--- src/rtl/mips_cpu_muldiv_pkg.sv ---
// Shared types and constants for the HI/LO multiply/divide unit.
package mips_cpu_muldiv_pkg;

  localparam int unsigned XLEN  = 32;
  localparam int unsigned ITER  = 32;
  localparam int unsigned CNT_W = $clog2(ITER);
  localparam logic [XLEN-1:0] DIV0_LO = 32'hFFFF_FFFF;

  typedef enum logic [1:0] {
    OP_MULT  = 2'b00,
    OP_MULTU = 2'b01,
    OP_DIV   = 2'b10,
    OP_DIVU  = 2'b11
  } op_t;

  typedef enum logic [1:0] {
    S_IDLE,
    S_CALC,
    S_FIX
  } state_t;

  // Magnitude of x when en is set (signed op), otherwise x unchanged.
  function automatic logic [XLEN-1:0] abs_if(input logic [XLEN-1:0] x, input logic en);
    return (en && x[XLEN-1]) ? XLEN'(-x) : x;
  endfunction

endpackage

--- src/rtl/mips_cpu_muldiv_step.sv ---
// One radix-2 iteration: shift-add multiply or restoring shift-subtract divide.
module mips_cpu_muldiv_step
  import mips_cpu_muldiv_pkg::*;
(
  input  logic        is_div,
  input  logic [63:0] acc_in,
  input  logic [31:0] opnd,
  output logic [63:0] acc_out
);

  logic [32:0] sum;
  logic [32:0] rem_sh;
  logic        ge;
  logic [31:0] diff;

  always_comb begin
    sum    = {1'b0, acc_in[63:32]} + (acc_in[0] ? {1'b0, opnd} : 33'd0);
    rem_sh = acc_in[63:31];
    ge     = rem_sh >= {1'b0, opnd};
    diff   = 32'(rem_sh - {1'b0, opnd});
    if (is_div) begin
      // Quotient bit enters at the bottom as the dividend shifts out of the top.
      acc_out = ge ? {diff, acc_in[30:0], 1'b1} : {rem_sh[31:0], acc_in[30:0], 1'b0};
    end else begin
      acc_out = {sum, acc_in[31:1]};
    end
  end

endmodule

--- src/rtl/mips_cpu_muldiv.sv ---
// Multi-cycle MULT/MULTU/DIV/DIVU unit owning the architectural HI/LO registers.
module mips_cpu_muldiv
  import mips_cpu_muldiv_pkg::*;
(
  input  logic        clk,
  input  logic        reset,
  input  logic        start,
  input  logic [1:0]  op,
  input  logic [31:0] a,
  input  logic [31:0] b,
  input  logic        mthi,
  input  logic        mtlo,
  input  logic [31:0] wdata,
  output logic        busy,
  output logic        done,
  output logic [31:0] hi,
  output logic [31:0] lo
);

  state_t             state;
  logic [CNT_W-1:0]   cnt;
  logic               is_div_q;
  logic               neg_q;
  logic               neg_r;
  logic               div0;
  logic [31:0]        a_q;
  logic [31:0]        opnd;
  logic [63:0]        acc;
  logic [63:0]        acc_nxt;
  logic [63:0]        prod;
  logic [31:0]        fix_hi;
  logic [31:0]        fix_lo;
  logic               sgn_in;

  assign sgn_in = ~op[0];

  mips_cpu_muldiv_step u_step (
    .is_div  (is_div_q),
    .acc_in  (acc),
    .opnd    (opnd),
    .acc_out (acc_nxt)
  );

  // Final sign correction and divide-by-zero override applied in FIX.
  always_comb begin
    prod   = neg_q ? 64'(-acc) : acc;
    fix_hi = prod[63:32];
    fix_lo = prod[31:0];
    if (is_div_q) begin
      if (div0) begin
        fix_hi = a_q;
        fix_lo = DIV0_LO;
      end else begin
        fix_hi = neg_r ? 32'(-acc[63:32]) : acc[63:32];
        fix_lo = neg_q ? 32'(-acc[31:0]) : acc[31:0];
      end
    end
  end

  always_ff @(posedge clk) begin
    if (reset) begin
      state    <= S_IDLE;
      cnt      <= '0;
      busy     <= 1'b0;
      done     <= 1'b0;
      hi       <= '0;
      lo       <= '0;
      is_div_q <= 1'b0;
      neg_q    <= 1'b0;
      neg_r    <= 1'b0;
      div0     <= 1'b0;
      a_q      <= '0;
      opnd     <= '0;
      acc      <= '0;
    end else begin
      done <= 1'b0;
      case (state)
        S_IDLE: begin
          if (start) begin
            // Multiply keeps |b| in the accumulator; divide keeps |a| there.
            is_div_q <= op[1];
            neg_q    <= sgn_in & (a[31] ^ b[31]);
            neg_r    <= sgn_in & a[31];
            div0     <= (b == 32'd0);
            a_q      <= a;
            acc      <= {32'd0, op[1] ? abs_if(a, sgn_in) : abs_if(b, sgn_in)};
            opnd     <= op[1] ? abs_if(b, sgn_in) : abs_if(a, sgn_in);
            cnt      <= '0;
            busy     <= 1'b1;
            state    <= S_CALC;
          end else begin
            if (mthi) hi <= wdata;
            if (mtlo) lo <= wdata;
          end
        end
        S_CALC: begin
          acc <= acc_nxt;
          cnt <= cnt + CNT_W'(1);
          if (cnt == CNT_W'(ITER - 1)) state <= S_FIX;
        end
        S_FIX: begin
          hi    <= fix_hi;
          lo    <= fix_lo;
          busy  <= 1'b0;
          done  <= 1'b1;
          state <= S_IDLE;
        end
        default: state <= S_IDLE;
      endcase
    end
  end

endmodule

--- config.mk ---
export PLATFORM = sky130hd
export DESIGN_NAME = mips_cpu_muldiv
export DESIGN_NICKNAME = d
export VERILOG_FILES = /design/src/rtl/mips_cpu_muldiv_pkg.sv /design/src/rtl/mips_cpu_muldiv_step.sv /design/src/rtl/mips_cpu_muldiv.sv
export SDC_FILE = /design/constraint.sdc
export NUM_CORES = 1
export LEC_CHECK = 0
export BUFFER_PORTS_ARGS = -buffer_cell sky130_fd_sc_hd__buf_2
export CAP_MARGIN = 25
export CORE_MARGIN = 2
export CORE_UTILIZATION = 45
export CTS_BUF_LIST = sky130_fd_sc_hd__clkbuf_2 sky130_fd_sc_hd__clkbuf_4 sky130_fd_sc_hd__clkbuf_8
export DETAILED_ROUTE_END_ITERATION = 10
export GPL_TIMING_DRIVEN = 0
export HOLD_SLACK_MARGIN = 0.06
export SLEW_MARGIN = 20
export SYNTH_ARGS = -nofsm -noshare
export SYNTH_HDL_FRONTEND = slang
export SYNTH_SLANG_ARGS = --single-unit
export TNS_END_PERCENT = 100
--- constraint.sdc ---
create_clock -name clk -period 4.49 [get_ports clk]
set_input_delay 0.6735 -clock clk [delete_from_list [all_inputs] [get_ports clk]]
set_output_delay 0.6735 -clock clk [all_outputs]
set_load 0.02 [all_outputs]
==> results.sh <==
export IMPL_drtPass1Iterations=6
export IMPL_holdPathEnd="hi[14]"
export IMPL_start_util_pct=45.3
export IMPL_drt_iter0_drc=2358
export IMPL_critical_path_required_ns=5.02
export IMPL_grt_pass1_vias=18100
export IMPL_die_h_microns=195
export IMPL_whs_ns=0.340
export IMPL_multi_input_area_sq_mm=0.0115
export IMPL_synth_compound_area_share_pct=28.3
export IMPL_num_rows=70
export IMPL_rr_worst_depth=13
export IMPL_core_area_sq_mm=0.0363
export IMPL_syn_area_sq_mm=0.0165
export IMPL_holdCritStartpoint="wdata[14]"
export IMPL_wirelength_microns=80600
export IMPL_p_per_area_mw_per_mm2=319
export IMPL_relSlewSlack_pct=25.1
export IMPL_yosysTopAreaCellShare_pct=24.9
export IMPL_tightest_slew_ns=1.12
export IMPL_grt_overflow=0
export IMPL_vias=19400
export IMPL_cts_clk_slew_worst_paths_ns=0.06
export IMPL_synth_area_per_cell_sq_um=7.24
export IMPL_fmax_mhz=231
export IMPL_yosys_top_cells_count="nand2_1, a21oi_1, nor2_1"
export IMPL_nFillCells=3733
export IMPL_finalPower_mw=6.01
export IMPL_remaining_drc_errors=0
export IMPL_fp_dieW_microns=195
export IMPL_synth_fa_ha_area_share_pct=5.56
export IMPL_min_path_cells=3
export IMPL_async_reset_ff_share_pct=0
export IMPL_post_synth_top_area_cell="dfxtp_1"
export IMPL_crit_arrival_ns=4.87
export IMPL_hold_viol=0
export IMPL_placed_cell_area_sq_mm=0.0179
export IMPL_yosysMostFrequentCell="nand2_1"
export IMPL_io_pins=169
export IMPL_final_seq_area_sq_mm=0.00411
export IMPL_synthCells=2277
export IMPL_ys_seq_elements=205
export IMPL_ys_types=78
export IMPL_crit_slowest_cell="clkbuf_1"
export IMPL_crit_path_start_kind="flop"
export IMPL_dieArea_sq_mm=0.0382
export IMPL_antenna_found_initial=0
export IMPL_muxShareOfSynthArea_pct=4.30
export IMPL_hold_class="primary input to flop"
export IMPL_skew_ns=0.0376
export IMPL_cp_end_kind="flop"
export IMPL_drive_gt1_share_pct=11.6
export IMPL_ff2ff_setup_slack_ns=0.15
export IMPL_insertion_delay_ns=0.63
export IMPL_synth_simple_area_share_pct=21.5
export IMPL_critPathKind="flop to flop"
export IMPL_ys_seq_area_share_pct=24.9
export IMPL_instances_no_fill=2989
export IMPL_cts_sink_count=205
export IMPL_critPathMaxFanout=10
export IMPL_dp_cells=2915
export IMPL_maxCapViolCount=0
export IMPL_numPortBuffers=168
export IMPL_status="finished, final reports clean"
export IMPL_synthFlopType="dfxtp_1"
export IMPL_period_share_pct=96.6
export IMPL_reg2reg_from="opnd[17]"
export IMPL_synth_nets=2452
export IMPL_rr_endpoint="acc[48]"
export IMPL_nNetsFinal=2667
export IMPL_cts_buffers=40
export IMPL_period_needed_ns=4.34
export IMPL_synth_edf_count=0
export IMPL_worstPathCellList="inv_1 > ha_1 > clkbuf_1 > nand3_1 > nor3_1 > nand3_1 > nor4b_1 > o31ai_1 > clkbuf_2 > buf_2 > clkbuf_1 > nand2_1 > o221ai_1"
export IMPL_cts_root_buf="clkbuf_8"
export IMPL_post_drt_wl_per_cell_microns=27.0
export IMPL_synth_xor_xnor_area_share_pct=9.88
export IMPL_ant_nets=0
export IMPL_ys_warnings_count=0
export IMPL_grt_pass1_wl_microns=117000
export IMPL_synthTopCellsByArea="dfxtp_1, nand2_1, a21oi_1"
export IMPL_slowest_delay_ns=0.54
export IMPL_grt_use_total_pct=41.3
export IMPL_synth_top_family_by_area="compound AO/OA/AOI/OAI gates"
export IMPL_gp_congestion=1.03
export IMPL_clock_path_buffers=3
export IMPL_vdd_drop_max_uv=250
export IMPL_via_per_inst=6.49
export IMPL_hpwl_microns=64100
export IMPL_cts_tree="done"
export IMPL_grt_setup_unrepaired="no"
export IMPL_ctsHtreeMaxLevel=2
export IMPL_p_leak_nw=7.37
export IMPL_ctsHoldBuffers=0
export IMPL_finalMaxSlewViolations=0
export IMPL_area_growth_pct=14.5
export IMPL_setup_viol=0
export IMPL_grt_max_degree=11
export IMPL_final_area_sq_mm=0.0189
[area by class of cell]
type,instances,share of cell area (%)
Clock inverter,11,0.590
Buffer,170,3.47
Sequential cell,205,21.7
Timing Repair Buffer,174,4.77
Multi-Input combinational cell,1835,61.0
Antenna cell,1,0.0133
Clock buffer,59,3.97
Inverter,66,1.31
Tap cell,468,3.10
[per-layer routing]
metal  up-vias  track usage, %  wire length (microns)
li1       8674               -                      -
met1      9227            56.2                  33300
met2      1248            62.0                  33800
met3       250            8.41                   9100
met4         0            20.8                   4420
met5         -               0                      0
[power by group]
| group | internal, mW | switching [mW] | total [mW] |
|---|---|---|---|
| sequential | 1.93 | 0.127 | 2.06 |
| clock | 1.19 | 0.932 | 2.12 |
| combinational | 0.603 | 1.23 | 1.84 |
| total | 3.72 | 2.29 | 6.01 |
[worst max path at each step]
stage,startpoint,end,cells after the start
3_5_place_dp,acc[0],acc[62],14
4_1_cts,acc[32],acc[48],12
2_1_floorplan,acc[0],acc[62],14
5_1_grt,opnd[16],acc[48],13
6_report,opnd[17],acc[48],13
3_3_place_gp,acc[0],acc[60],14
[sequential cells by signal, indices dropped and copies added (netlist names), 2 cells and up]
name	cells
hi	32
state	2
cnt	5
opnd	32
lo	32
a_q	32
acc	64
[cells in the final DEF (no fill, tap or decap), drive strengths merged, types with 73 or more instances in the layout]
cell type    n
xor2        78
o21ai      140
dfxtp      205
clkbuf     209
xnor2      108
a211oi      73
nor2       226
a21oi      228
nand2      307
buf        194
[stage by stage]
stage / setup slack [ns] / TNS [ns] / utilization (%)
finish: 0.155 / 0 / 51.9
global route: 0.0366 / 0 / 51.9
CTS: 0.0808 / 0 / 51.8
detailed placement: -0.824 / -7.37 / 49.3
global placement: -0.791 / -6.71 / 49.3
floorplan: 0.956 / 0 / -
[worst max-delay path, delay by kind of cell (launching register included)]
kind / cells / cell delay [ns]
buffers and inverters: 5 / 1.79
AO/OA/AOI/OAI: 2 / 0.32
flip-flops: 1 / 0.43
adder cells (fa/ha/maj): 1 / 0.29
AND/OR/NAND/NOR: 5 / 1.39
[repair_timing]
| item | in CTS | in global routing |
|---|---|---|
| gates resized for setup | 5 | 9 |
| buffers inserted | 0 | 2 |
| pin swaps | 1 | 1 |
| endpoints found under the setup margin | 18 | 18 |
| endpoints found under the hold margin | 0 | 0 |
[cell families after synthesis]
family	count (synthesis)
AO/OA/AOI/OAI	720
XOR/XNOR	186
adder cells (fa/ha/maj)	72
buffers and inverters	237
flip-flops	205
multiplexers	70
AND/OR/NAND/NOR	787
No activity file was read; power rests on OpenSTA's default activity.
